File: src/rtl/reg_dump.sv
// Register-file dump engine: walks indices START_REG..LAST_REG, reads each
// register through a combinational read port and streams it out on a valid/ready handshake.
module reg_dump #(
    parameter int unsigned LAST_REG  = 31,
    parameter int unsigned START_REG = 0
) (
    input  logic        CLK,
    input  logic        RST,
    input  logic        START,
    output logic [4:0]  A,
    input  logic [31:0] RD,
    output logic [31:0] DOUT,
    output logic [4:0]  DIDX,
    output logic        DVALID,
    input  logic        DREADY,
    output logic        BUSY,
    output logic        DONE
);

    typedef enum logic [1:0] {
        IDLE,
        READ,
        SEND,
        FIN
    } state_t;

    localparam logic [4:0] LastIdx  = 5'(LAST_REG);
    localparam logic [4:0] StartIdx = 5'(START_REG);

    state_t     state_q;
    logic [4:0] idx_q;

    always_ff @(posedge CLK or posedge RST) begin
        if (RST) begin
            state_q <= IDLE;
            idx_q   <= 5'd0;
            DOUT    <= 32'd0;
            DIDX    <= 5'd0;
            DVALID  <= 1'b0;
            DONE    <= 1'b0;
        end else begin
            case (state_q)
                IDLE: begin
                    if (START) begin
                        idx_q   <= StartIdx;
                        state_q <= READ;
                    end
                end
                READ: begin
                    // Snapshot the read data; later register-file writes cannot disturb it.
                    DOUT    <= RD;
                    DIDX    <= idx_q;
                    DVALID  <= 1'b1;
                    state_q <= SEND;
                end
                SEND: begin
                    if (DVALID && DREADY) begin
                        DVALID <= 1'b0;
                        if (idx_q == LastIdx) begin
                            DONE    <= 1'b1;
                            state_q <= FIN;
                        end else begin
                            idx_q   <= idx_q + 5'd1;
                            state_q <= READ;
                        end
                    end
                end
                FIN: begin
                    DONE    <= 1'b0;
                    idx_q   <= 5'd0;
                    state_q <= IDLE;
                end
                default: begin
                    state_q <= IDLE;
                end
            endcase
        end
    end

    assign A    = idx_q;
    assign BUSY = (state_q != IDLE);

endmodule

File: config.mk
export PLATFORM = sky130hd
export DESIGN_NAME = reg_dump
export DESIGN_NICKNAME = d
export VERILOG_FILES = /design/src/rtl/reg_dump.sv
export SDC_FILE = /design/constraint.sdc
export NUM_CORES = 1
export LEC_CHECK = 0
export ABC_CLOCK_PERIOD_IN_PS = 2800
export BUFFER_PORTS_ARGS = -buffer_cell sky130_fd_sc_hd__buf_2
export CAP_MARGIN = 25
export CORE_UTILIZATION = 47
export DETAILED_ROUTE_END_ITERATION = 8
export GPL_TIMING_DRIVEN = 0
export PLACE_DENSITY = 0.82
export RECOVER_POWER = 25
export SLEW_MARGIN = 40
export SYNTH_ARGS = -nofsm -noshare
export SYNTH_HDL_FRONTEND = slang
export SYNTH_SLANG_ARGS = --single-unit
File: constraint.sdc
create_clock -name CLK -period 2.8 [get_ports CLK]
set_input_delay 0.14 -clock CLK [delete_from_list [all_inputs] [get_ports CLK]]
set_output_delay 0.14 -clock CLK [all_outputs]
set_load 0.005 [all_outputs]
After elaboration in Yosys (flattened, before gate mapping)
Index checks and enable logic that the tools add are counted.
{"block": "word_totals", "register_bits": 46, "elab_cells": 38}
{"block": "op_classes", "n_mux": 13, "add_sub_neg": 1, "reduce_logical": 10, "eq_ne": 8}
{"cell": "5-bit 2-to-1 mux", "count": 3}
{"cell": "5-bit case mux with 3 select lines", "count": 1}
{"cell": "2-bit inequality test (second input constant)", "count": 4}
{"cell": "2-bit case mux with 4 select lines", "count": 1}
{"cell": "2-bit 2-to-1 mux", "count": 3}
{"cell": "2-bit nonzero test", "count": 3}
{"cell": "5-bit by 1-bit adder with 5-bit output (second input constant)", "count": 1}
{"cell": "5-bit equality test (second input constant)", "count": 1}
{"cell": "2-bit equality test (second input constant)", "count": 2}
{"cell": "1-bit case mux with 2 select lines", "count": 2}
{"cell": "2-bit AND reduction", "count": 2}
{"cell": "4-bit AND reduction", "count": 1}
{"cell": "1-bit 2-to-1 mux", "count": 3}
{"cell": "3-bit AND reduction", "count": 1}
{"cell": "3-bit nonzero test", "count": 1}
{"cell": "2-bit by 1-bit equality test with 1-bit output (second input constant)", "count": 1}
{"cell": "2-bit zero test", "count": 1}
{"cell": "1-bit logical AND", "count": 1}

Longest topological paths before layout
{"block": "depth", "ltp_word": 4, "mapped_depth": 6, "ltp_nobuf": 6}

Worst setup path after synthesis
OpenSTA, ideal clock, no wires.
{"block": "synth_timing", "path_kind": "reg2reg", "startpoint": "reg idx_q[0], in the netlist A[0]", "endpoint": "reg idx_q[2], in the netlist A[2]", "slack_ps": 788, "path_stages_with_launch": 7, "period_less_slack_ps": 2012, "arrival_time_ps": 1886, "required_time_ps": 2674, "path_buffers": 0, "setup_ps": 126, "cell_sequence": "dfrtp_1 ha_1 and3_1 ha_1 nand3b_2 a211o_1 a221o_1"}
{"block": "synth_between", "elab_chain_cells": 4, "word_cells_on_any_way": 7}
{"item": "from (decl)", "line": "31", "text": "logic [4:0] idx_q;"}
{"item": "from (signal assigned)", "line": "45", "text": "idx_q <= StartIdx;"}
{"item": "from (signal assigned)", "line": "63", "text": "idx_q <= idx_q + 5'd1;"}
{"item": "5-bit by 1-bit adder with 5-bit output", "line": "63"}
{"item": "5-bit 2-to-1 mux", "line": "59", "text": "if (idx_q == LastIdx) begin"}
{"item": "5-bit 2-to-1 mux", "line": "57", "text": "if (DVALID && DREADY) begin"}
{"item": "5-bit case mux with 3 select lines", "line": "42", "text": "case (state_q)"}
Parallel ways exist; a longest one is shown, timed or not. The select of a mux whose other input is x is not followed.
A chain may end at the register's enable or synchronous reset.

Final worst setup path
{"block": "layout_timing", "startpoint": "reg idx_q[0], in the netlist A[0]", "endpoint": "reg idx_q[3], in the netlist A[3]"}
Same word-level chain as after synthesis.

==> impl_results.md <==
* Status: finished clean
* Mux cell area share after synthesis at 21.72%
* CP arrival at 2340 ps
* XOR/XNOR share of the synthesized area at 0%
* Hold Vio Cnt, Final at 0
* Leading cell types by count after synthesis: dfrtp_1, mux2_2, ha_1
* Share of the synthesized area in the top cell type at 60.01%
* DIE HEIGHT at 65.89 microns
* Global route overflow at 0
* Clock root buffer: clkbuf_8
* Dpl hpwl at 2835 microns
* Tot Pwr at 0.002648 W
* Slowest-stage cell, CP: dfrtp_1
* Post-synthesis compound-gate area fraction at 5.414%
* Vias in the first global route at 1283
* RSZ-0062 raised after global routing: no
* Post-Synth Simple-Gate Area at 4.892%
* CP delay by family, top: compound AO/OA/AOI/OAI gates
* Hold WS at 67.82 ps
* Max Buffers Root-to-Sink at 2
* Leak at 1.300 nW
* Reg2Reg Setup Slack at 630 ps
* Wire per inst at 14.14 microns
* All-Layer GR Usage at 19.69%
* Remaining DRCs at 0
* Layout area overhead at 30.33%
* Vias at 1338
* CP Cell Sequence: ha_1, and3_1, ha_1, nand3b_2, a211o_1, a221o_1
* Largest family of logic cells by synthesized area: multiplexers
* Cell Area, Synth at 1918 sq um
* Core area at 3799 sq um
* Synth top area cells: dfrtp_1, mux2_2, ha_1, inv_1, a221o_1
* Unique cell type count in the Yosys netlist at 25
* Pre-Repair DR Iteration Count at 4
* Most common cell on crit path: ha_1
* Setup TNS at 0 ps
* Post-synthesis sequential area ratio at 60.01%
* Peak supply drop at 0.0005449 V
* WS Path Type: reg2reg
* Starting Density at 50.49%
* CP bufs+invs at 0
* Hold Buf Count CTS at 1
* Relative slew slack at 63.45%
* Die area at 4341 sq um
* Most common cell in the netlist: dfrtp_1
* Num CTS Buffers at 5
* Post-synth EDFFs at 0
* Ports at 81
* Final Util at 65.81%
* Final ANT Viol Nets at 0
* Iteration-0 DRC Markers at 68
* Synth Area in Adders at 5.219%
* Htree depth at 2
* GP Congestion at 0.7355
* First-pass GRT wire length at 6168 microns
* CTS tree: yes
* Fin crit share at 77.62%
* Post-Syn Nets at 176
* Yosys warnings at 0
* Post-synth ARST share at 100.0%
* Clk sinks at 46
* Post-CTS setup buffers at 0
* Leading area contributor after synthesis: dfrtp_1
* P per Cell Area at 1059 nW/um^2
* Synth Register Bits at 46
* Max stage delay on crit path at 440 ps
* Startpoint Class: register
* Initial antenna violation count at 0
* Final max-slew violation count at 0
* CTS-repair resized insts at 0
* Die width at 65.89 microns
* Final Skew at 10.95 ps
* Port Buffers at 80
* Req. time, crit path at 2970 ps
* Gate count after technology mapping at 132
* Nets@finish at 265
* Worst setup EP type: register
* Avg Inst Size Synth at 14.53 sq um
* Ys flop type: dfrtp_1
* Setup violators final at 0
* Max Clock Freq at 0.4601 GHz
* Critical-path maximum fanout at 6
* Worst Max-Slew Pin Slew at 548.3 ps
* Share of layout cells above drive strength 1 at 60.36%
* Clock-pin transition on the worst setup and hold timing paths at 90 ps
* HP Class: in2reg
* Post-detailed-routing wire length at 3817 microns
* Worst-Skew Late Latency at 300 ps
* Row count at 22
* Minimum clock period at 2173 ps
* Ant. Diodes at 0
* Drt via density at 4.956
* Max-cap check violation count at 0
* Largest net degree at the start of global routing at 43
==> worst paths after layout <==
path / startpoint / to / cells after the start
min: RD[17] / DOUT[17]$_DFFE_PP0P_ / 2
max: A[0]$_DFFE_PP0P_ / A[3]$_DFFE_PP0P_ / 6
min in group asynchronous: RST / DOUT[0]$_DFFE_PP0P_ / 3
max in group asynchronous: RST / A[4]$_DFFE_PP0P_ / 4
min reg2reg: DOUT[18]$_DFFE_PP0P_ / DOUT[18]$_DFFE_PP0P_ / 1
max reg2reg: A[0]$_DFFE_PP0P_ / A[3]$_DFFE_PP0P_ / 6
==> state kept, by name, summed over array words and instances (netlist names) <==
signal / flops
DVALID: 1
DIDX: 5
DOUT: 32
state_q: 2
DONE: 1
A: 5
==> through the flow <==
stage / worst slack [ps] / std cells / area [sq um]
after floorplan: 788.2 / 132 / 1918
after global placement: 676.0 / 260 / 2379
after detailed placement: 643.3 / 261 / 2401
after CTS: 622.5 / 270 / 2502
after global routing: 549.8 / 270 / 2500
final: 626.6 / 270 / 2500
==> logic make-up (layout without fill, tap and decap cells) <==
| group | after synthesis | in the layout |
|---|---|---|
| adder cells (fa/ha/maj) | 8 | 8 |
| flip-flops | 46 | 46 |
| AO/OA/AOI/OAI | 13 | 13 |
| AND/OR/NAND/NOR | 17 | 17 |
| buffers and inverters | 11 | 101 |
| multiplexers | 37 | 37 |
==> routing by layer <==
layer / vias up / share of wire [%] / GRT usage [%] / wire length (microns)
met5: - / 0 / 0 / 0
met4: 0 / 1.3 / 8.967 / 51
met3: 5 / 5.6 / 5.690 / 212
met2: 49 / 50 / 30.99 / 1893
met1: 645 / 43 / 24.92 / 1660
li1: 639 / - / - / -
==> final cells by class <==
cell class | count | area [sq um]
Buffer | 5 | 30.03
Clock buffer | 7 | 86.33
Clock inverter | 1 | 5.005
Fill cell | 300 | 1299
Inverter | 6 | 23.77
Multi-Input combinational cell | 75 | 714.4
Sequential cell | 46 | 1151
Tap cell | 48 | 60.06
Timing Repair Buffer | 82 | 429.2
==> worst reg2reg max path, delay by kind of cell (launching register included) <==
kind / cells / cell delay, ps
adders and majority gates: 2 / 430
and+or+nand+nor: 2 / 430
DFF: 1 / 440
AOI/OAI and AO/OA: 2 / 750
==> power breakdown <==
| group | total [W] | switching (W) | internal, W |
|---|---|---|---|
| combinational | 0.00112 | 0.000485 | 0.000632 |
| sequential | 0.00112 | 0.000166 | 0.000957 |
| clock | 0.000409 | 0.000210 | 0.000199 |
==> layout by cell type (no fill, tap or decap), types with 2 or more instances in the layout <==
master	synthesis	final
ha_1	8	8
clkbuf_1	1	3
dfrtp_1	46	46
buf_2	3	82
clkbuf_8	0	6
a32o_1	2	2
and3_2	2	2
nor2_1	4	4
o22ai_1	2	2
inv_1	6	5
nand2_1	4	4
a21oi_1	3	3
a221o_1	2	2
mux2_2	37	37
Note: power is estimated with default switching activity, not from simulation.
